[src/rtl/uart_axil_master_pkg.sv]
// Shared constants, state encoding and helpers for the UART-to-AXI4-Lite bridge.
package uart_axil_pkg;

   // Command opcodes seen on the rx byte stream
   localparam logic [7:0] CMD_WRITE   = 8'h57;   // 'W'
   localparam logic [7:0] CMD_READ    = 8'h52;   // 'R'

   // Upper nibble of every status byte; the low two bits carry the AXI response
   localparam logic [7:0] STATUS_BASE = 8'hA0;

   // AXI response codes
   localparam logic [1:0] RESP_OKAY   = 2'b00;
   localparam logic [1:0] RESP_SLVERR = 2'b10;

   // Bus geometry
   localparam int AXI_AW = 32;
   localparam int AXI_DW = 32;

   // Bridge sequencing states
   typedef enum logic [2:0] {
      ST_IDLE  = 3'd0,   // waiting for an opcode byte
      ST_ADDR  = 3'd1,   // collecting 4 address bytes
      ST_DATA  = 3'd2,   // collecting 4 write-data bytes
      ST_WRITE = 3'd3,   // AW and W channels in flight
      ST_BRESP = 3'd4,   // waiting for the write response
      ST_READ  = 3'd5,   // AR channel in flight
      ST_RDATA = 3'd6,   // waiting for read data
      ST_SEND  = 3'd7    // streaming the response bytes out
   } state_t;

   // Status byte returned to the host for a given AXI response
   function automatic logic [7:0] status_byte(input logic [1:0] resp);
      return STATUS_BASE | {6'b00_0000, resp};
   endfunction

endpackage

[src/rtl/uart_axil_master_if.sv]
// AXI4-Lite bus bundle between the bridge (master) and a register responder (slave).
interface uart_axil_master_if;
   import uart_axil_pkg::*;

   // Write address channel
   logic              awvalid;
   logic              awready;
   logic [AXI_AW-1:0] awaddr;
   logic [2:0]        awprot;
   // Write data channel
   logic              wvalid;
   logic              wready;
   logic [AXI_DW-1:0] wdata;
   logic [3:0]        wstrb;
   // Write response channel
   logic              bvalid;
   logic              bready;
   logic [1:0]        bresp;
   // Read address channel
   logic              arvalid;
   logic              arready;
   logic [AXI_AW-1:0] araddr;
   logic [2:0]        arprot;
   // Read data channel
   logic              rvalid;
   logic              rready;
   logic [AXI_DW-1:0] rdata;
   logic [1:0]        rresp;

   modport master (
      output awvalid, awaddr, awprot,
      input  awready,
      output wvalid, wdata, wstrb,
      input  wready,
      input  bvalid, bresp,
      output bready,
      output arvalid, araddr, arprot,
      input  arready,
      input  rvalid, rdata, rresp,
      output rready
   );

   modport slave (
      input  awvalid, awaddr, awprot,
      output awready,
      input  wvalid, wdata, wstrb,
      output wready,
      output bvalid, bresp,
      input  bready,
      input  arvalid, araddr, arprot,
      output arready,
      output rvalid, rdata, rresp,
      input  rready
   );

endinterface

[src/rtl/uart_axil_master.sv]
// UART-to-AXI4-Lite bridge: parses 'W'/'R' command frames from the rx byte
// stream, issues one AXI4-Lite access per frame and streams the status byte
// (plus read data for reads) back out on the tx byte stream.
module uart_axil_master
   import uart_axil_pkg::*;
#(
   parameter int TIMEOUT_CYCLES = 1_000_000   // idle cycles tolerated inside a frame, >= 2
) (
   input  logic       clk,
   input  logic       rst,
   // Command byte stream (from rx FIFO)
   input  logic       i_rx_tvalid,
   output logic       o_rx_tready,
   input  logic [7:0] i_rx_tdata,
   // Response byte stream (to tx FIFO)
   output logic       o_tx_tvalid,
   input  logic       i_tx_tready,
   output logic [7:0] o_tx_tdata,
   // AXI4-Lite initiator port
   uart_axil_master_if.master axi
);

   // Last timer value before the frame is abandoned
   localparam logic [31:0] TMO_LAST = 32'(TIMEOUT_CYCLES - 1);

   // ------------------------------------------------------------------
   // State and datapath registers
   // ------------------------------------------------------------------
   state_t            r_state;
   logic              r_is_write;   // frame opcode was 'W'
   logic [1:0]        r_byte_cnt;   // byte position within the 4-byte field
   logic [31:0]       r_timer;      // idle cycles since last accepted byte
   logic [AXI_AW-1:0] r_addr;       // assembled address, drives awaddr/araddr
   logic [AXI_DW-1:0] r_wdata;      // assembled write data
   logic [AXI_DW-1:0] r_rdata;      // read data, shifted out MSB-first
   logic [2:0]        r_tx_left;    // response bytes still to send after the current one

   // Registered handshake outputs
   logic              r_rx_tready;
   logic              r_tx_tvalid;
   logic [7:0]        r_tx_tdata;
   logic              r_awvalid;
   logic              r_wvalid;
   logic              r_bready;
   logic              r_arvalid;
   logic              r_rready;

   // ------------------------------------------------------------------
   // Handshake decodes
   // ------------------------------------------------------------------
   logic w_rx_fire;
   logic w_tx_fire;
   logic w_aw_fire;
   logic w_w_fire;
   logic w_b_fire;
   logic w_ar_fire;
   logic w_r_fire;
   logic w_aw_done;
   logic w_w_done;
   logic w_field_end;
   logic w_timeout;
   logic w_is_cmd;

   assign w_rx_fire   = i_rx_tvalid & r_rx_tready;
   assign w_tx_fire   = r_tx_tvalid & i_tx_tready;
   assign w_aw_fire   = r_awvalid & axi.awready;
   assign w_w_fire    = r_wvalid & axi.wready;
   assign w_b_fire    = r_bready & axi.bvalid;
   assign w_ar_fire   = r_arvalid & axi.arready;
   assign w_r_fire    = r_rready & axi.rvalid;
   // A write channel is finished once its valid has dropped or is handshaking now
   assign w_aw_done   = ~r_awvalid | w_aw_fire;
   assign w_w_done    = ~r_wvalid | w_w_fire;
   assign w_field_end = (r_byte_cnt == 2'd3);
   assign w_timeout   = (r_timer == TMO_LAST);
   assign w_is_cmd    = (i_rx_tdata == CMD_WRITE) || (i_rx_tdata == CMD_READ);

   // ------------------------------------------------------------------
   // Bridge sequencer: frame parsing, AXI issue, response streaming
   // ------------------------------------------------------------------
   always_ff @(posedge clk or posedge rst) begin
      if (rst) begin
         r_state     <= ST_IDLE;
         r_is_write  <= 1'b0;
         r_byte_cnt  <= 2'd0;
         r_timer     <= 32'd0;
         r_addr      <= '0;
         r_wdata     <= '0;
         r_rdata     <= '0;
         r_tx_left   <= 3'd0;
         r_rx_tready <= 1'b0;
         r_tx_tvalid <= 1'b0;
         r_tx_tdata  <= 8'h00;
         r_awvalid   <= 1'b0;
         r_wvalid    <= 1'b0;
         r_bready    <= 1'b0;
         r_arvalid   <= 1'b0;
         r_rready    <= 1'b0;
      end else begin
         case (r_state)
            // Hunt for an opcode; anything else is silently dropped
            ST_IDLE: begin
               r_rx_tready <= 1'b1;
               if (w_rx_fire && w_is_cmd) begin
                  r_is_write <= (i_rx_tdata == CMD_WRITE);
                  r_byte_cnt <= 2'd0;
                  r_timer    <= 32'd0;
                  r_state    <= ST_ADDR;
               end
            end

            // Shift in the address MSB-first; reads launch straight after it
            ST_ADDR: begin
               if (w_rx_fire) begin
                  r_addr     <= {r_addr[AXI_AW-9:0], i_rx_tdata};
                  r_byte_cnt <= r_byte_cnt + 2'd1;
                  r_timer    <= 32'd0;
                  if (w_field_end) begin
                     if (r_is_write) begin
                        r_state <= ST_DATA;
                     end else begin
                        r_rx_tready <= 1'b0;
                        r_arvalid   <= 1'b1;
                        r_state     <= ST_READ;
                     end
                  end
               end else if (w_timeout) begin
                  r_timer <= 32'd0;
                  r_state <= ST_IDLE;
               end else begin
                  r_timer <= r_timer + 32'd1;
               end
            end

            // Shift in the write data MSB-first, then raise AW and W together
            ST_DATA: begin
               if (w_rx_fire) begin
                  r_wdata    <= {r_wdata[AXI_DW-9:0], i_rx_tdata};
                  r_byte_cnt <= r_byte_cnt + 2'd1;
                  r_timer    <= 32'd0;
                  if (w_field_end) begin
                     r_rx_tready <= 1'b0;
                     r_awvalid   <= 1'b1;
                     r_wvalid    <= 1'b1;
                     r_state     <= ST_WRITE;
                  end
               end else if (w_timeout) begin
                  r_timer <= 32'd0;
                  r_state <= ST_IDLE;
               end else begin
                  r_timer <= r_timer + 32'd1;
               end
            end

            // AW and W complete independently, in either order
            ST_WRITE: begin
               if (w_aw_fire) begin
                  r_awvalid <= 1'b0;
               end
               if (w_w_fire) begin
                  r_wvalid <= 1'b0;
               end
               if (w_aw_done && w_w_done) begin
                  r_bready <= 1'b1;
                  r_state  <= ST_BRESP;
               end
            end

            // Capture the write response straight into the status byte
            ST_BRESP: begin
               if (w_b_fire) begin
                  r_bready    <= 1'b0;
                  r_tx_tvalid <= 1'b1;
                  r_tx_tdata  <= status_byte(axi.bresp);
                  r_tx_left   <= 3'd0;
                  r_state     <= ST_SEND;
               end
            end

            // Hold the read address until accepted
            ST_READ: begin
               if (w_ar_fire) begin
                  r_arvalid <= 1'b0;
                  r_rready  <= 1'b1;
                  r_state   <= ST_RDATA;
               end
            end

            // Capture read data and response; status goes out first
            ST_RDATA: begin
               if (w_r_fire) begin
                  r_rready    <= 1'b0;
                  r_rdata     <= axi.rdata;
                  r_tx_tvalid <= 1'b1;
                  r_tx_tdata  <= status_byte(axi.rresp);
                  r_tx_left   <= 3'd4;
                  r_state     <= ST_SEND;
               end
            end

            // Stream remaining bytes back-to-back; reopen rx after the last one
            ST_SEND: begin
               if (w_tx_fire) begin
                  if (r_tx_left == 3'd0) begin
                     r_tx_tvalid <= 1'b0;
                     r_rx_tready <= 1'b1;
                     r_state     <= ST_IDLE;
                  end else begin
                     r_tx_tdata <= r_rdata[AXI_DW-1:AXI_DW-8];
                     r_rdata    <= {r_rdata[AXI_DW-9:0], 8'h00};
                     r_tx_left  <= r_tx_left - 3'd1;
                  end
               end
            end

            default: begin
               r_state <= ST_IDLE;
            end
         endcase
      end
   end

   // ------------------------------------------------------------------
   // Output mapping
   // ------------------------------------------------------------------
   assign o_rx_tready = r_rx_tready;
   assign o_tx_tvalid = r_tx_tvalid;
   assign o_tx_tdata  = r_tx_tdata;

   assign axi.awvalid = r_awvalid;
   assign axi.awaddr  = r_addr;
   assign axi.awprot  = 3'b000;
   assign axi.wvalid  = r_wvalid;
   assign axi.wdata   = r_wdata;
   assign axi.wstrb   = 4'hF;
   assign axi.bready  = r_bready;
   assign axi.arvalid = r_arvalid;
   assign axi.araddr  = r_addr;
   assign axi.arprot  = 3'b000;
   assign axi.rready  = r_rready;

endmodule

[src/flat_wrapper.sv]
// flat-port wrapper written by rule: the top's interface ports become plain ports
module uart_axil_master_flat import uart_axil_pkg::*;
#(
   parameter int TIMEOUT_CYCLES = 1_000_000                                                
)
  (clk, rst, i_rx_tvalid, o_rx_tready, i_rx_tdata, o_tx_tvalid, i_tx_tready, o_tx_tdata, axi_awvalid, axi_awaddr, axi_awprot, axi_awready, axi_wvalid, axi_wdata, axi_wstrb, axi_wready, axi_bvalid, axi_bresp, axi_bready, axi_arvalid, axi_araddr, axi_arprot, axi_arready, axi_rvalid, axi_rdata, axi_rresp, axi_rready);
  uart_axil_master_if axi_i ();
  input  logic clk;
  input  logic rst;
  input  logic i_rx_tvalid;
  output logic o_rx_tready;
  input  logic [7:0] i_rx_tdata;
  output logic o_tx_tvalid;
  input  logic i_tx_tready;
  output logic [7:0] o_tx_tdata;
  output wire logic [$bits(axi_i.awvalid)-1:0] axi_awvalid;
  output wire logic [$bits(axi_i.awaddr)-1:0] axi_awaddr;
  output wire logic [$bits(axi_i.awprot)-1:0] axi_awprot;
  input wire logic [$bits(axi_i.awready)-1:0] axi_awready;
  output wire logic [$bits(axi_i.wvalid)-1:0] axi_wvalid;
  output wire logic [$bits(axi_i.wdata)-1:0] axi_wdata;
  output wire logic [$bits(axi_i.wstrb)-1:0] axi_wstrb;
  input wire logic [$bits(axi_i.wready)-1:0] axi_wready;
  input wire logic [$bits(axi_i.bvalid)-1:0] axi_bvalid;
  input wire logic [$bits(axi_i.bresp)-1:0] axi_bresp;
  output wire logic [$bits(axi_i.bready)-1:0] axi_bready;
  output wire logic [$bits(axi_i.arvalid)-1:0] axi_arvalid;
  output wire logic [$bits(axi_i.araddr)-1:0] axi_araddr;
  output wire logic [$bits(axi_i.arprot)-1:0] axi_arprot;
  input wire logic [$bits(axi_i.arready)-1:0] axi_arready;
  input wire logic [$bits(axi_i.rvalid)-1:0] axi_rvalid;
  input wire logic [$bits(axi_i.rdata)-1:0] axi_rdata;
  input wire logic [$bits(axi_i.rresp)-1:0] axi_rresp;
  output wire logic [$bits(axi_i.rready)-1:0] axi_rready;
  assign axi_awvalid = axi_i.awvalid;
  assign axi_awaddr = axi_i.awaddr;
  assign axi_awprot = axi_i.awprot;
  assign axi_i.awready = axi_awready;
  assign axi_wvalid = axi_i.wvalid;
  assign axi_wdata = axi_i.wdata;
  assign axi_wstrb = axi_i.wstrb;
  assign axi_i.wready = axi_wready;
  assign axi_i.bvalid = axi_bvalid;
  assign axi_i.bresp = axi_bresp;
  assign axi_bready = axi_i.bready;
  assign axi_arvalid = axi_i.arvalid;
  assign axi_araddr = axi_i.araddr;
  assign axi_arprot = axi_i.arprot;
  assign axi_i.arready = axi_arready;
  assign axi_i.rvalid = axi_rvalid;
  assign axi_i.rdata = axi_rdata;
  assign axi_i.rresp = axi_rresp;
  assign axi_rready = axi_i.rready;
  uart_axil_master #(.TIMEOUT_CYCLES(TIMEOUT_CYCLES)) u_core (.clk(clk), .rst(rst), .i_rx_tvalid(i_rx_tvalid), .o_rx_tready(o_rx_tready), .i_rx_tdata(i_rx_tdata), .o_tx_tvalid(o_tx_tvalid), .i_tx_tready(i_tx_tready), .o_tx_tdata(o_tx_tdata), .axi(axi_i));
endmodule
[config.mk]
export PLATFORM = sky130hd
export DESIGN_NAME = uart_axil_master_flat
export DESIGN_NICKNAME = d
export VERILOG_FILES = /design/src/rtl/uart_axil_master_pkg.sv /design/src/rtl/uart_axil_master_if.sv /design/src/rtl/uart_axil_master.sv /design/src/flat_wrapper.sv
export SDC_FILE = /design/constraint.sdc
export NUM_CORES = 1
export LEC_CHECK = 0
export ABC_CLOCK_PERIOD_IN_PS = 5400
export CAP_MARGIN = 25
export CORE_MARGIN = 2
export CORE_UTILIZATION = 45
export CTS_CLUSTER_SIZE = 24
export DETAILED_ROUTE_END_ITERATION = 12
export GPL_TIMING_DRIVEN = 0
export HOLD_SLACK_MARGIN = 0.05
export PLACE_DENSITY = 0.76
export SLEW_MARGIN = 20
export SYNTH_ARGS = -nofsm -noshare
export SYNTH_HDL_FRONTEND = slang
export SYNTH_SLANG_ARGS = --single-unit
[constraint.sdc]
create_clock -name clk -period 5.4 [get_ports clk]
set_input_delay 1.08 -clock clk [delete_from_list [all_inputs] [get_ports clk]]
set_output_delay 1.08 -clock clk [all_outputs]
set_load 0.01 [all_outputs]
* Word-level counts from Yosys, hierarchy flattened
Cells that the tools add are included.
Storage, ports and cells: input bits 53, output and inout bits 121, logic and storage cells 153, flip-flop bits (word level) 152
Operators by class: multiplexer cells 65, bitwise logic cells 11, add/subtract/negate cells 3, equal/unequal tests 29, reduce and logical (&&, ||, !) cells 29
Operator list (number):
- 32-bit two-way mux | 6
- 32-bit case mux with 2 select lines | 2
- 3-bit two-way mux | 17
- 32-bit by 1-bit adder with 32-bit output, second input constant | 1
- 32-bit by 20-bit == test with 1-bit output, second input constant | 1
- 8-bit two-way mux | 4
- 2-bit by 1-bit inequality test with 1-bit output, second input constant | 14
- 3-bit case mux with 8 select lines | 1
- 8-bit case mux with 3 select lines | 1
- 1-bit two-way mux | 23
- 8-bit by 7-bit == test with 1-bit output, second input constant | 2
- 5-bit AND reduction | 3
- 3-bit == test, second input constant | 4
- 4-bit AND reduction | 3
- 2-bit nonzero test | 6
- 1-bit case mux with 2 select lines | 5
- 3-bit case mux with 3 select lines | 1
- 3-bit AND reduction | 3
- 9-bit AND reduction | 1
- 2-bit AND reduction | 4
- 8-bit AND reduction | 1
- 1-bit bitwise AND | 7
- 3-bit by 2-bit == test with 1-bit output, second input constant | 2
- 3-bit logical NOT | 2
- other kinds (17) | 23

* Depth between registers and ports, before layout
Gate-level depths: netlist (run 1).
depth in word-level cells 5, depth in mapped cells 9, mapped depth without buffers 7

* Least setup slack after synthesis (run 1)
OpenSTA, ideal clock, no wires.
path type input port to flip-flop, start input i_rx_tdata[7], end register u_core.r_timer[23], arrival time 2526 ps, setup slack 2745 ps, library setup time 130 ps, buffers on the path 2, stages on the path 7, path through nand4bb_1 o31ai_4 nand3_1 buf_2 clkbuf_1 o31ai_1 a21oi_1
On the way: cells in the longest elaborated chain, start to end 5, elaborated cells on any way between the ends 6, those cells by class 3 x eq/ne; 3 x reduce/logical
RTL lines:
- start: declaration | line flat_wrapper.sv:12 | input logic [7:0] i_rx_tdata;
- 8-bit by 7-bit == test with 1-bit output | line uart_axil_master.sv:76 | assign w_is_cmd = (i_rx_tdata == CMD_WRITE) || (i_rx_tdata == CMD_READ);
- 1-bit logical OR (*) | line uart_axil_master.sv:76
- 1-bit logical AND (*) | line uart_axil_master.sv:104 | if (w_rx_fire && w_is_cmd) begin
- 2-bit by 1-bit inequality test with 1-bit output (no line) (*)
- 2-bit AND reduction (no line) (*)
- end signal: assignment | line uart_axil_master.sv:131 | r_timer <= r_timer + 32'd1;
- end signal: assignment | line uart_axil_master.sv:151 | r_timer <= r_timer + 32'd1;
- end: declaration | line uart_axil_master.sv:32 | logic [31:0] r_timer;
Mark *: on every way between the ends. The rest lies on a longest branch, timed or not. A chain may end at the register's enable or synchronous reset.

* Worst setup path after layout (run 1)
start input i_rx_tdata[4], end register u_core.r_timer[19]
Same word-level chain as after synthesis.

==> results of run 1 <==
layer usage:
metal | track usage [%] | vias to the layer above
li1 | - | 2875
met4 | 8.575 | 0
met3 | 4.668 | 30
met5 | 0 | -
met1 | 27.63 | 2921
met2 | 35.06 | 163
worst paths after layout:
check                                startpoint                    end  slack [ps]
max                               i_rx_tdata[4]     u_core.r_timer[19]        2210
min                        u_core.axi.wdata[30]   u_core.axi.wdata[30]         500
max reg2reg                   u_core.r_timer[0]     u_core.r_timer[10]        2920
min reg2reg                u_core.axi.wdata[30]   u_core.axi.wdata[30]         500
max in group asynchronous                   rst      u_core.r_timer[0]        3530
min in group asynchronous                   rst  u_core.axi.araddr[30]        1040
power by group through the flow:
stage          Sequential [uW]  Combinational, uW  Clock, uW
2_1_floorplan             1920               1150          0
3_3_place_gp              1860               2240          0
3_5_place_dp              1880               2290          0
4_1_cts                   1870               2300       1270
5_1_grt                   1920               2470       1320
6_report                  1860               2290       1260
cells by family (layout without fill, tap and decap cells):
kind of cell,Yosys count,count (layout)
muxes,71,71
and+or+nand+nor,236,236
other,2,10
xor gates and xnor gates,7,7
AOI/OAI and AO/OA,139,139
adders and majority gates,4,4
buffers and inverters,106,302
DFF,152,152
synth_stat cells (3+ instances only):
master | count | area, um^2
a21oi_1 | 35 | 175.2
a22o_1 | 3 | 26.28
a31oi_1 | 28 | 175.2
and3_1 | 5 | 31.28
and4_1 | 5 | 43.79
buf_1 | 4 | 15.01
buf_2 | 12 | 60.06
buf_4 | 42 | 315.3
clkbuf_1 | 22 | 82.58
dfrtp_1 | 152 | 3804
ha_1 | 4 | 50.05
inv_1 | 26 | 97.59
mux2_2 | 69 | 777.0
nand2_1 | 84 | 315.3
nand3_1 | 32 | 160.2
nand4_1 | 11 | 68.82
nor2_1 | 45 | 168.9
nor3_1 | 12 | 60.06
o21ai_0 | 45 | 225.2
o31ai_1 | 10 | 75.07
or3_1 | 16 | 100.1
or4_1 | 7 | 52.55
xor2_1 | 5 | 43.79
registers in the layout (all words and copies together), names as in the netlist, 2 cells and up:
register           cells
u_core.axi.araddr     32
u_core.r_tx_left       3
u_core.r_rdata        32
u_core.r_state         3
u_core.axi.wdata      32
u_core.r_timer        32
u_core.o_tx_tdata      8
u_core.r_byte_cnt      2
area by class of cell:
| class | instances | area, um^2 | share of cell area, % |
|---|---|---|---|
| multi-input cells | 467 | 2935 | 29.76 |
| plain buffers | 80 | 473.0 | 4.795 |
| inverters | 26 | 105.1 | 1.066 |
| clock inverters | 15 | 191.4 | 1.941 |
| flip-flops and latches | 152 | 3804 | 38.56 |
| well taps | 216 | 270.3 | 2.740 |
| clock buffers | 17 | 425.4 | 4.313 |
| repair buffers | 164 | 1659 | 16.82 |
per-stage QoR:
| stage | power (uW) | setup slack [ps] | cells | TNS (ps) |
|---|---|---|---|---|
| 6_report | 5405 | 2207 | 1137 | 0 |
| 5_1_grt | 5710 | 2063 | 1137 | 0 |
| 4_1_cts | 5439 | 2217 | 1137 | 0 |
| 2_1_floorplan | 3069 | 226.9 | 725 | 0 |
| 3_3_place_gp | 4102 | -1902 | 1104 | -287150 |
| 3_5_place_dp | 4169 | 1756 | 1105 | 0 |
==> results.md, run 1 <==
- CP peak stage delay: 550 ps
- Syn_area_per_cell: 10.15 um^2
- Int Pwr: 3544 uW
- Post-route clock skew: 9.581 ps
- Synth Area in Adders: 0.6875%
- Initial antenna violation count: 0
- Die H: 131.2 um
- Synth warn: 0
- Post-Syn Area: 0.007279 mm^2
- Count of cell types in the netlist: 54
- Die width: 131.2 um
- Nets: 965
- Hold-fix buffers, CTS: 0
- CP required: 5700 ps
- WL per Instance: 15.87 um
- DP HPWL: 12980 um
- RSZ-0062 raised after global routing: no
- Ports: 174
- Worst setup SP type: input pin
- CTS tree: built
- Drt total wl: 18050 um
- Port Buf Inserts: 163
- Sequential fraction of the synthesis area: 52.25%
- Final core occ: 62.32%
- Via count: 5989
- CP arrival: 3500 ps
- Worst Hold Class: reg -> reg
- Worst R2R Path Depth: 7
- Most common cell after layout, fill and taps aside: clkdlybuf4s50_1
- Worst-Margin Slew: 854.5 ps
- Post-Synth XOR/XNOR Area: 0.8422%
- # setup viols final: 0
- First-pass GRT wire length: 29660 um
- Clk network pwr share: 23.2%
- Static leakage: 0.004237 uW
- Layout filler cell count: 1275
- Final ANT Viol Nets: 0
- Row count: 46
- WP depth: 8
- Worst hold slack: 503.2 ps
- Design area: 0.009863 mm^2
- Largest family of logic cells by synthesized area: simple AND/OR/NAND/NOR gates
- Sequence of cells on the critical path: clkdlybuf4s50_1 -> nand4bb_1 -> o31ai_4 -> nand3_1 -> buf_2 -> clkbuf_1 -> o31ai_1 -> a21oi_1
- Post-synthesis compound-gate area fraction: 11.57%
- Met3 WL post-DR: 904 um
- Hold Fails Final Rpt: 0
- Area grow syn2layout: 35.49%
- Clock root buffer: clkbuf_16
- CTS Buf Count: 17
- Peak VDD IR: 0.0003454 V
- Logic gate share of total power: 42.3%
- DIE AREA: 0.01721 mm^2
- Psw: 1861 uW
- Final Cycle Share: 59.13%
- Max Root-Sink Buffers: 2
- Crit path buf inv count: 3
- Main synth FF type: dfrtp_1
- Post-synthesis cell count: 717
- Shortest period the worst path allows: 3193 ps
- Status: finished clean
- Clock latency on the worst-skew pair: 430 ps
- Area post-placement: 0.009246 mm^2
- Gr ovfl total: 0
- Pin count of the biggest net entering global routing: 100
- Wire length on met1: 7818 um
- Setup Fix Bufs, Post-CTS: 0
- TritonRoute pass-1 iters: 7
- Initial DRC count: 494
- Asr flop ratio synth: 100.0%
- Total GRT Usage: 21.36%
- Sequential Power Share: 34.4%
- Vias in the first global route: 5757
- Core area: 0.01583 mm^2
- Hold path depth: 1
- Multiplexer share of the synthesized area: 10.95%
- Max Cap Viol: 0
- Fmax: 313.2 MHz
- Share of cells above drive strength 1: 17.81%
- DR vias/cell: 5.267
- Pwr Density: 548.0 mW/mm^2
- Max-slew headroom: 43.03%
- Slowest CP cell: clkdlybuf4s50_1
- Final GP Congestion: 0.8378
- Critical path endpoint category: register
- Final Slew Violations: 0
- CP delay by family, top: buffers and inverters
- Met2 wire length: 8925 um
- # H-tree levels: 4
- Critical setup path kind: in -> reg
- CTS sink cnt: 152
- Number of diodes: 0
- Yosys reg bits: 152
- Crit path max fanout: 10
- PostCTS Resize Cnt: 0
- Initial Utilization: 45.99%
- Max Used Layer: met4
- EDFF count, synth: 0
- Most frequent cells in the layout: 163 x clkdlybuf4s50_1, 152 x dfrtp_1, 84 x nand2_1
- Post-route DRC: 0
- Clock slew at reported path FFs: 60 ps
- Switching part of the total: 34.43%
- Synth Area in Simple Gates: 15.76%
Power figures use the tool's default switching activity.
==> inputs of run 2 (changes only) <==
- ABC_CLOCK_PERIOD_IN_PS: 5400 -> 3260
- CORE_UTILIZATION: 45 -> 50
- PLACE_DENSITY: 0.76 -> 0.8
- clock period: 5.4 -> 3.26 ns (I/O delays scaled with it)
==> run 2 against run 1 <==
  * Setup slack got worse by 1800 ps
  * Design area is essentially flat
  * Routed wire length up 0.15%
  * Clock skew is 2.4 ps higher
==> results.md, run 2 (synthesis results as in run 1) <==
- Die H: 124.7 um
- Worst setup margin: 413.6 ps
- Hold Crit Endpoint: u_core.r_byte_cnt[0]
- Port Buf Inserts: 163
- Number of diodes: 0
- R2R setup slack: 690 ps
- Nets: 969
- Peak VDD IR: 0.0006050 V
- Final GP Congestion: 0.9043
- Hold-fix buffers, CTS: 0
- Max Cap Viol: 0
- Vias in the first global route: 6074
- Pwr Density: 895.2 mW/mm^2
- Clock latency on the worst-skew pair: 430 ps
- Worst R2R Path Depth: 7
- DP HPWL: 12920 um
- RSZ-0062 raised after global routing: no
- Worst reg2reg path endpoint: u_core.r_timer[10]
- Critical path endpoint category: register
- Clock root buffer: clkbuf_16
- Fin Setup TNS: 0 ps
- Sequential cell area: 0.003804 mm^2
- Setup Fix Bufs, Post-CTS: 0
- CP required: 3560 ps
- Pin count of the biggest net entering global routing: 35
- Final ANT Viol Nets: 0
- Area post-placement: 0.009283 mm^2
- Ports: 174
- First-pass GRT wire length: 30330 um
- Share of cells above drive strength 1: 18.16%
- Max Root-Sink Buffers: 2
- Final Cycle Share: 87.31%
- Gr ovfl total: 0
- Layout filler cell count: 1080
- Clock slew at reported path FFs: 60 ps
- DR vias/cell: 5.518
- # H-tree levels: 4
- Most frequent cells in the layout: 163 x clkdlybuf4s50_1, 152 x dfrtp_1, 84 x nand2_1
- CTS Buf Count: 17
- Initial Utilization: 50.66%
- Hold path depth: 1
- # setup viols final: 0
- Fmax: 351.3 MHz
- Worst setup SP type: input pin
- Total GRT Usage: 24.16%
- WL per Instance: 16.30 um
- Shortest period the worst path allows: 2846 ps
- Area grow syn2layout: 35.41%
- DIE AREA: 0.01554 mm^2
- Row count: 44
- Hold Fails Final Rpt: 0
- Design area: 0.009857 mm^2
- Static leakage: 0.004255 uW
- Worst hold slack: 490.3 ps
- Die width: 124.7 um
- TritonRoute pass-1 iters: 5
- Status: finished clean
- PostCTS Resize Cnt: 0
- Hold_sp: u_core.r_byte_cnt[0]
- Reg-to-reg startpoint: u_core.r_timer[0]
- Most common cell after layout, fill and taps aside: clkdlybuf4s50_1
- Drt total wl: 18070 um
- CTS sink cnt: 152
- Final Slew Violations: 0
- Crit path max fanout: 10
- CTS tree: built
- Via count: 6120
- Post-route clock skew: 11.97 ps
- Initial antenna violation count: 0
- Final core occ: 68.60%
- Worst-Margin Slew: 903.0 ps
- Critical setup path kind: in -> reg
- Post-route DRC: 0
- Worst Hold Class: reg -> reg
- CP arrival: 3150 ps
- Initial DRC count: 353
- Area of the multi-input gates: 0.002935 mm^2
- Post-place setup slack: 31.72 ps
- Core area: 0.01437 mm^2
- Max-slew headroom: 39.80%
run 2: cell types whose count changed in the layout (fill, tap and decap cells not counted), moves of 2 or more:
cell	change
clkinv_4	-2
buf_12	+4
clkinv_2	+5
inv_8	-2
run 2: layer usage:
metal / GRT usage, % / routed length (um) / vias up
met3: 5.241 / 1057 / 52
met4: 11.04 / 628 / 0
met1: 31.27 / 7567 / 2934
met2: 39.12 / 8819 / 238
li1: - / - / 2896
met5: 0 / 0 / -
run 2: worst max-delay path: stages:
cell and delay, ps:
clkdlybuf4s50_1 470, nand4bb_1 330, o31ai_4 450, nand3_1 260, buf_2 280, clkbuf_1 280, o31ai_1 320, a21oi_1 90
run 2: per-stage QoR:
stage                     power, uW  std cells
after floorplan                5084        725
after global placement         6787       1072
after detailed placement       6898       1077
after CTS                      8868       1109
after global routing           9337       1109
final                          8824       1109
run 2: how the worst max path moves through the flow:
stage	from	cells past startpoint	endpoint
2_1_floorplan	rst	1	u_core.axi.araddr[0]
3_3_place_gp	rst	2	u_core.axi.araddr[5]
5_1_grt	i_rx_tdata[7]	8	u_core.r_timer[23]
6_report	i_rx_tdata[7]	8	u_core.r_timer[23]
3_5_place_dp	i_rx_tdata[7]	8	u_core.r_timer[19]
4_1_cts	i_rx_tdata[7]	8	u_core.r_timer[23]
run 2: power breakdown:
part / leakage [uW] / switching, uW / total [uW] / internal (uW)
Clock: 0.000284 / 809 / 1940 / 1130
Combinational: 0.00204 / 1710 / 3800 / 2090
Sequential: 0.00193 / 521 / 3090 / 2570
Total: 0.00426 / 3040 / 8820 / 5780
run 2: cell type report:
| class | count | area share [%] |
|---|---|---|
| Buffer | 80 | 4.798 |
| Clock inverter | 15 | 1.511 |
| Multi-Input combinational cell | 467 | 29.78 |
| Timing Repair Buffer | 168 | 17.64 |
| Clock buffer | 17 | 4.316 |
| Tap cell | 184 | 2.336 |
| Sequential cell | 152 | 38.59 |
| Inverter | 26 | 1.028 |
==> inputs of run 3 (changes only) <==
--- a/config.mk
+++ b/config.mk
@@ -8,5 +8,4 @@
 export ABC_CLOCK_PERIOD_IN_PS = 3260
-export CAP_MARGIN = 25
 export CORE_MARGIN = 2
-export CORE_UTILIZATION = 50
+export CORE_UTILIZATION = 40
 export CTS_CLUSTER_SIZE = 24
@@ -15,3 +14,3 @@
 export HOLD_SLACK_MARGIN = 0.05
-export PLACE_DENSITY = 0.8
+export PLACE_DENSITY = 0.67
 export SLEW_MARGIN = 20
==> constraint.sdc (replaced) <==
create_clock -name clk -period 3.26 [get_ports clk]
set_input_delay 0.815 -clock clk [delete_from_list [all_inputs] [get_ports clk]]
set_output_delay 0.815 -clock clk [all_outputs]
set_load 0.01 [all_outputs]
==> run 3 against run 2 <==
  * First-iteration DRC count is 19% lower
  * Clock skew is 4.8 ps lower
  * Sequential share of layout area is 0.26 points lower
  * Power is 0.59% lower
  * Combinational power hardly changed
  * Critical path depth stayed put
  * Design area is 0.69% higher
  * Setup slack worse by 160 ps
  * Maximum frequency is 5.3% lower
  * Flip-flop and latch count stayed put
==> results.md, run 3 (synthesis results as in run 1) <==
- CTS Buf Count: 17
- CP arrival: 3300 ps
- Row count: 49
- Design area: 0.009925 mm^2
- Static leakage: 0.004241 uW
- Worst setup SP type: input pin
- Hold-fix buffers, CTS: 0
- Area of the multi-input gates: 0.002935 mm^2
- CTS tree: built
- Setup Fix Bufs, Post-CTS: 0
- Die width: 138.9 um
- Max Root-Sink Buffers: 2
- Die H: 138.9 um
- Initial antenna violation count: 0
- Total GRT Usage: 19.17%
- Critical path endpoint category: register
- Fin Setup TNS: 0 ps
- Worst-Margin Slew: 954.3 ps
- DP HPWL: 13230 um
- CP required: 3550 ps
- Reg-to-reg startpoint: u_core.r_timer[0]
- Status: finished clean
- Worst hold slack: 499.3 ps
- First-pass GRT wire length: 30150 um
- TritonRoute pass-1 iters: 5
- Fmax: 332.6 MHz
- Worst Hold Class: reg -> reg
- Clock root buffer: clkbuf_16
- Max-slew headroom: 36.38%
- Max Cap Viol: 0
- WL per Instance: 15.58 um
- Most frequent cells in the layout: 163 x clkdlybuf4s50_1, 152 x dfrtp_1, 84 x nand2_1
- Hold Fails Final Rpt: 0
- DIE AREA: 0.01929 mm^2
- Via count: 5892
- Initial Utilization: 40.66%
- Nets: 970
- Post-route DRC: 0
- Final ANT Viol Nets: 0
- Shortest period the worst path allows: 3007 ps
- Final core occ: 55.44%
- Vias in the first global route: 5770
- Pin count of the biggest net entering global routing: 32
- R2R setup slack: 680 ps
- Number of diodes: 0
- Clock slew at reported path FFs: 60 ps
- Area grow syn2layout: 36.34%
- Layout filler cell count: 1593
- Drt total wl: 17990 um
- Port Buf Inserts: 163
- Final Cycle Share: 92.22%
- Final Slew Violations: 0
- Hold_sp: u_core.r_rdata[30]
- Pwr Density: 883.9 mW/mm^2
- Sequence of cells on the critical path: clkdlybuf4s50_1 -> nand4bb_1 -> o31ai_4 -> nand3_1 -> buf_2 -> clkbuf_1 -> o31ai_1 -> a21oi_1
- Initial DRC count: 285
- Area post-placement: 0.009359 mm^2
- Slowest CP cell: clkdlybuf4s50_1
- Crit path max fanout: 10
- Post-route clock skew: 7.179 ps
- DR vias/cell: 5.101
- Sequential cell area: 0.003804 mm^2
- RSZ-0062 raised after global routing: no
- PostCTS Resize Cnt: 0
- Crit path from: i_rx_tdata[5]
- # H-tree levels: 4
- Most common cell after layout, fill and taps aside: clkdlybuf4s50_1
- Core area: 0.01790 mm^2
- Clock latency on the worst-skew pair: 410 ps
- Share of cells above drive strength 1: 17.82%
- CP peak stage delay: 490 ps
- Ports: 174
- Peak VDD IR: 0.0005065 V
- Gr ovfl total: 0
- Pwr Total: 8772 uW
- Final GP Congestion: 0.8488
- CTS sink cnt: 152
- Critical setup path kind: in -> reg
- # setup viols final: 0
==> run 3: changes by cell type in the layout (fill, tap and decap cells not counted) <==
cell        previous run  this run
buf_12                 4         5
clkbuf_1              22        26
clkinv_2               6         2
clkinvlp_4             3         6
inv_6                  4         1
==> run 3: per-stage QoR <==
step | std cells | setup slack (ps)
floorplan | 725 | 528.1
global placement | 1117 | -884.6
detailed placement | 1123 | -213.0
CTS | 1155 | 222.8
global route | 1155 | 28.94
finish | 1155 | 253.5
==> run 3: worst paths after layout <==
path                                             end  depth (start not counted)
worst max-delay path              u_core.r_timer[23]                          8
worst min-delay path            u_core.o_tx_tdata[6]                          2
worst max register to register    u_core.r_timer[10]                          7
worst min register to register  u_core.o_tx_tdata[6]                          2
max in group asynchronous       u_core.axi.wdata[10]                          5
min in group asynchronous         u_core.r_rdata[31]                          2
==> run 3: layer usage <==
metal / up-vias / GRT usage [%] / routed length (um)
met5: - / 0 / 0
met4: 0 / 4.678 / 140
met3: 11 / 4.178 / 762
met2: 127 / 31.53 / 8900
met1: 2873 / 26.08 / 8191
li1: 2881 / - / -
==> run 3: area by class of cell <==
class / instances / area share [%]
Tap cell: 229 / 2.887
Inverter: 26 / 1.021
Multi-Input combinational cell: 467 / 29.58
Buffer: 80 / 4.766
Timing Repair Buffer: 169 / 17.73
Sequential cell: 152 / 38.33
Clock inverter: 11 / 1.261
Clock buffer: 21 / 4.438
==> run 3: worst max-delay path, delay by kind of cell <==
| kind | cells | cell delay (ps) |
|---|---|---|
| buffers and inverters | 3 | 1050 |
| AND/OR/NAND/NOR | 2 | 590 |
| AO/OA/AOI/OAI | 3 | 840 |
==> run 3: report_power, final <==
group | leakage [uW] | switching [uW] | internal, uW
sequential | 0.00193 | 509 | 2570
combinational | 0.00205 | 1700 | 2090
clock | 0.000260 | 776 | 1130
==> edit 1, RTL diff (config.mk and constraints of run 2) <==
The package constant `AXI_AW` goes from 32 to 64.
--- a/src/rtl/uart_axil_master_pkg.sv
+++ b/src/rtl/uart_axil_master_pkg.sv
@@ -14,5 +14,5 @@
 
    // Bus geometry
-   localparam int AXI_AW = 32;
+   localparam int AXI_AW = 64;
    localparam int AXI_DW = 32;
 
Interface: changed (resized axi_araddr and axi_awaddr); port bits go from 174 to 238. No check against the original RTL was run, so the function may have changed too.
==> edit 1 against run 2 <==
  * Global-route usage is 0.29 points higher
  * Routed wire length increased by 21%
  * Largest power group is now registers
  * Die area increased by 20%
  * Sequential cell count is 32 higher
  * First-iteration DRC count rose by 50%
  * Synthesized area rose by 21%
  * Setup slack gained 160 ps
  * Critical endpoint is now u_core.r_timer[28]
  * Cell area increased by 22%
  * Power decreased by 6.0%
  * Largest cell class unchanged
==> edit 1: results (changes against run 2) <==
GP_ROUTABILITY_CONGESTION=0.872  # was 0.904
FIN_HOLD_WS_PS=474  # was 490 ps
MIN_PATH_CELLS=2  # was 1
GROUTE.USAGE.OVERALL_PCT=24.5  # was 24.2%
SYNTH_CELL_TYPES=60  # was 54
CRIT_ARRIVAL_PS=2980  # was 3150 ps
CLK_PIN_SLEW_PS=80  # was 60 ps
CP_SLOWEST_CELL='sky130_fd_sc_hd__clkdlybuf4s50_1'  # unchanged
FINISH.UTILIZATION_PCT=69.8  # was 68.6%
IR_DROP_mV=0.487  # was 0.605 mV
LARGEST_REGISTER_FF_COUNT=64
MIN_DELAY_WORST_ENDPOINT='u_core.r_rdata[2]'  # was u_core.r_byte_cnt[0]
DR_TOTAL_VIAS=7077  # was 6120
PORT_BUFFERS=227  # was 163
WORST_R2R_STARTPOINT='u_core.r_state[0]'  # was u_core.r_timer[0]
CRITICAL_PATH.MAX_STAGE_DELAY_PS=450  # was 470 ps
FF2FF_SETUP_SLACK_PS=850  # was 690 ps
VIAS_IN_THE_FIRST_GLOBAL_ROUTE=6799  # was 6074
RESULT_OF_THE_RUN='completed'  # unchanged
1ST_PASS_ROUTER_ITERATIONS=6  # was 5
SYNTH_TOP_CELLS_BY_AREA='sky130_fd_sc_hd__dfrtp_1, sky130_fd_sc_hd__mux2_2, sky130_fd_sc_hd__buf_4'  # unchanged
POWER.STATIC_LEAKAGE_nW=5.46  # was 4.26 nW
DETAILEDROUTE.FIRSTITERATIONVIOLATIONS=530  # was 353
SYNTH.YOSYS.WARNINGS=0  # unchanged
PLACEDINSTANCEAREA_UM2=11500  # was 9280 um2
MAX_SLEW_MARGIN_PCT=52.6  # was 39.8%
CLK_SKEW_PS=12.5  # was 12.0 ps
YS_SEQ_AREA_SHARE_PCT=52.4  # was 52.3%
HPWLAFTERDP_MM=16.3  # was 12.9 mm
ROUTEDWLPERCELL_UM=16.6  # was 16.3 um
GRT_FIRST_PASS_WIRELENGTH_MM=35.7  # was 30.3 mm
CAP_VIOLATIONS=0  # unchanged
FILLCELLCOUNT=1268  # was 1080
FRACTION_OF_FINAL_LAYOUT_CELLS_SIZED_BEYOND_DRIVE_STRENGTH_1_PCT=19.9  # was 18.2%
WORSTREG2REGEND='u_core.r_rdata[25]'  # was u_core.r_timer[10]
FIN_NETS=1137  # was 969
==> edit 1: per-stage QoR <==
step                worst slack [ps]  std cells
floorplan                        243        829
global placement               -1240       1281
detailed placement               181       1286
CTS                              610       1318
global route                     415       1318
finish                           576       1318
==> edit 1: cell type report <==
class / instances / share of cell area, %
buffer: 113 / 5.94
timing repair buffer: 232 / 19.7
tap: 225 / 2.34
sequential: 184 / 38.2
inverter: 18 / 0.592
multi-input combinational: 514 / 28.5
clock buffer: 18 / 3.56
clock inverter: 14 / 1.11
==> edit 1: how the worst max path moves through the flow <==
stage               slack (ps)  cells past startpoint                    end
floorplan                  240                      1   u_core.axi.araddr[0]
global placement         -1240                      2  u_core.axi.araddr[62]
detailed placement         180                      8     u_core.r_timer[28]
CTS                        610                      8     u_core.r_timer[28]
global route               420                      8     u_core.r_timer[28]
finish                     580                      8     u_core.r_timer[28]
==> edit 1: logic make-up (layout without fill, tap and decap cells) <==
kind of cell / count (synthesis) / in the layout / share of synthesized area (%)
mux: 102 / 102 / 13.0
fa+ha+maj: 4 / 4 / 0.569
simple gates: 265 / 265 / 14.9
flops: 184 / 184 / 52.4
compound gates: 128 / 128 / 9.58
other cells: 2 / 10 / 0.0855
xor+xnor: 5 / 5 / 0.498
buf+inv: 131 / 395 / 8.91
==> edit 1: power by group <==
group          internal (mW)  leakage [nW]  total, mW  switching (mW)
sequential              2.83          2.42       3.27           0.438
combinational           1.52          2.76       3.05            1.53
clock                   1.01         0.281       1.97           0.958
==> edit 1: layer usage <==
metal	global-route usage (%)	up-vias	wire, um
met3	4.33	39	1080
met2	41.0	234	11000
li1	-	3350	-
met5	0	-	0
met1	32.5	3454	9410
met4	7.58	0	458
==> edit 2, RTL diff (flow settings as in run 2) <==
Made on the original files. Encoding of `state_t`: now Gray code (3 bits for 8 states).
--- a/src/rtl/uart_axil_master_pkg.sv
+++ b/src/rtl/uart_axil_master_pkg.sv
@@ -19,12 +19,12 @@
    // Bridge sequencing states
    typedef enum logic [2:0] {
-      ST_IDLE  = 3'd0,   // waiting for an opcode byte
-      ST_ADDR  = 3'd1,   // collecting 4 address bytes
-      ST_DATA  = 3'd2,   // collecting 4 write-data bytes
-      ST_WRITE = 3'd3,   // AW and W channels in flight
-      ST_BRESP = 3'd4,   // waiting for the write response
-      ST_READ  = 3'd5,   // AR channel in flight
-      ST_RDATA = 3'd6,   // waiting for read data
-      ST_SEND  = 3'd7    // streaming the response bytes out
+      ST_IDLE  = 3'b000,   // waiting for an opcode byte
+      ST_ADDR  = 3'b001,   // collecting 4 address bytes
+      ST_DATA  = 3'b011,   // collecting 4 write-data bytes
+      ST_WRITE = 3'b010,   // AW and W channels in flight
+      ST_BRESP = 3'b110,   // waiting for the write response
+      ST_READ  = 3'b111,   // AR channel in flight
+      ST_RDATA = 3'b101,   // waiting for read data
+      ST_SEND  = 3'b100    // streaming the response bytes out
    } state_t;
 
Function: same outputs for any inputs over 10 cycles, from zero or initial values and one cycle with rst high; not proved beyond that.
==> edit 2 against run 2 <==
  * Clock power rose by 6%
  * Setup slack improved by 150 ps
  * Cell area rose by 1.0%
  * Power fell by 23%
  * Via count down 2.7%
  * Routed wire length is 0.96% higher
  * Sequential cell count did not move
  * Synthesized area grew 0.88%
  * Register-to-register slack worse by 130 ps
  * Critical path depth shrank 2
  * Critical path type unchanged
  * Largest cell class unchanged
  * Largest power group is now registers
==> edit 2: results (changes against run 2) <==
IR_DROP_mV=0.403  # was 0.605 mV
TIMING.HOLD.WORST.CLASS='flip-flop to flip-flop'  # unchanged
YOSYS_MOST_USED_DFF='sky130_fd_sc_hd__dfrtp_1'  # unchanged
1ST_PASS_ROUTER_ITERATIONS=5  # unchanged
CLK_PIN_SLEW_PS=60  # about the same
NUMCTSBUFFERS=17  # unchanged
CTS_MAX_PATH_BUFFERS=2  # unchanged
FIN_NETS=941  # was 969
CRITICAL_PATH.MAX_STAGE_DELAY_PS=570  # was 470 ps
GROUTE.USAGE.OVERALL_PCT=24.0  # was 24.2%
GRT_ANTENNA_BEFORE_REPAIR=0  # unchanged
CP_SLOWEST_CELL='sky130_fd_sc_hd__or4_1'  # was sky130_fd_sc_hd__clkdlybuf4s50_1
POSTCTSSETUPBUFFERS=0  # unchanged
INSERTEDDIODECOUNT=0  # unchanged
WORSTSKEWPAIRLATENCY_PS=430  # about the same
FILLCELLCOUNT=1086  # was 1080
VIAS_IN_THE_FIRST_GLOBAL_ROUTE=5847  # was 6074
GRT_FIRST_PASS_WIRELENGTH_MM=30.1  # was 30.3 mm
FRACTION_OF_FINAL_LAYOUT_CELLS_SIZED_BEYOND_DRIVE_STRENGTH_1_PCT=17.7  # was 18.2%
GP_ROUTABILITY_CONGESTION=0.858  # was 0.904
PORT_BUFFERS=162  # was 163
CLK_SKEW_PS=9.38  # was 12.0 ps
DETAILEDROUTE.FIRSTITERATIONVIOLATIONS=407  # was 353
CTS_RESIZED=0  # unchanged
SYNTH_TOP_CELLS_BY_AREA='sky130_fd_sc_hd__dfrtp_1, sky130_fd_sc_hd__mux2_2, sky130_fd_sc_hd__buf_4'  # unchanged
CRIT_ARRIVAL_PS=3050  # was 3150 ps
CLOCK_TREE.ROOT_CELL='sky130_fd_sc_hd__clkbuf_16'  # unchanged
RESULT_OF_THE_RUN='completed'  # unchanged
CTS_HTREE_LEVELS=4  # unchanged
SYNTH_TOP_CELLS_BY_COUNT='sky130_fd_sc_hd__dfrtp_1, sky130_fd_sc_hd__mux2_2, sky130_fd_sc_hd__nand2_1'  # was sky130_fd_sc_hd__dfrtp_1, sky130_fd_sc_hd__nand2_1, sky130_fd_sc_hd__mux2_2
MAX_SLEW_MARGIN_PCT=45.0  # was 39.8%
TOTALWIRELENGTH_MM=18.2  # was 18.1 mm
YS_SEQ_AREA_SHARE_PCT=51.8  # was 52.3%
P_SWITCHING_mW=2.17  # was 3.04 mW
PRECTSSETUPSLACK_PS=148  # was 31.7 ps
POSTSYNTH.ASYNCRESETSHARE_PCT=100  # unchanged
SYNTH.YOSYS.WARNINGS=0  # unchanged
SYNTH_CELL_TYPES=54  # unchanged
POWER.STATIC_LEAKAGE_nW=4.44  # was 4.26 nW
HPWLAFTERDP_MM=12.9  # about the same
CRITPATHMAXFANOUT=10  # unchanged
VIA_PER_INST=5.51  # was 5.52
PIN_COUNT_OF_THE_BIGGEST_NET_ENTERING_GLOBAL_ROUTING=35  # unchanged
-- edit 2: changes by cell type after synthesis, sizes merged, moves of 6 or more --
| cell | run 2 | this run |
|---|---|---|
| a21oi | 35 | 28 |
| a22o | 3 | 9 |
| a31oi | 28 | 12 |
| buf | 58 | 51 |
| clkbuf | 22 | 33 |
| inv | 26 | 16 |
| mux2i | 2 | 26 |
| nand2 | 84 | 58 |
| nor2 | 45 | 32 |
| nor3 | 12 | 6 |
| o21ai | 45 | 51 |
-- edit 2: worst paths after layout --
path                                     from  cells after the start               endpoint  slack [ps]
setup / recovery                i_rx_tdata[4]                      6     u_core.r_timer[24]         560
hold reg to reg            u_core.r_rdata[21]                      2     u_core.r_rdata[21]         480
max in group asynchronous                 rst                      5  u_core.axi.araddr[30]        1840
setup reg to reg            u_core.r_timer[0]                      6     u_core.r_timer[24]         560
hold / removal             u_core.r_rdata[21]                      2     u_core.r_rdata[21]         480
min in group asynchronous                 rst                      2     u_core.r_timer[23]         550
-- edit 2: cell type report --
type	instances	area share, %
sequential	152	38.2
multi-input combinational	445	30.3
timing repair buffer	168	17.4
buffer	84	4.93
clock buffer	22	4.76
tap	184	2.31
clock inverter	10	1.42
inverter	16	0.641
-- edit 2: per-stage QoR --
stage               cell area [um2]  instances
floorplan                      7380        697
global placement               9230       1043
detailed placement             9340       1049
CTS                            9960       1081
global route                   9960       1081
finish                         9960       1081
-- edit 2: power groups by stage --
| stage | clock network [mW] | registers (mW) | logic [mW] |
|---|---|---|---|
| final | 2.05 | 2.53 | 2.23 |
| after global routing | 2.16 | 2.58 | 2.44 |
| after CTS | 2.08 | 2.53 | 2.24 |
| after detailed placement | 0 | 2.55 | 2.21 |
| after global placement | 0 | 2.54 | 2.15 |
| after floorplan | 0 | 2.54 | 1.28 |
-- edit 2: critical path, delay by kind of cell --
kind / cells / cell delay, ps
compound gates: 2 / 480
buf+inv: 1 / 540
simple gates: 3 / 1380
-- edit 2: kinds of logic after synthesis --
logic type      count (synthesis)  share of synthesized area [%]
flops                         152                           51.8
mux                            92                           13.7
buf+inv                       100                           7.50
fa+ha+maj                       4                          0.682
other cells                     2                          0.102
simple gates                  198                           14.1
xor+xnor                        8                          0.954
compound gates                133                           11.2
-- edit 2: layer usage --
metal	track usage (%)	share of wire, %	vias to the layer above
li1	-	-	2809
met1	30.9	42	2910
met2	39.0	49	200
met3	6.50	6.8	38
met4	9.02	2.3	0
met5	0	0	-
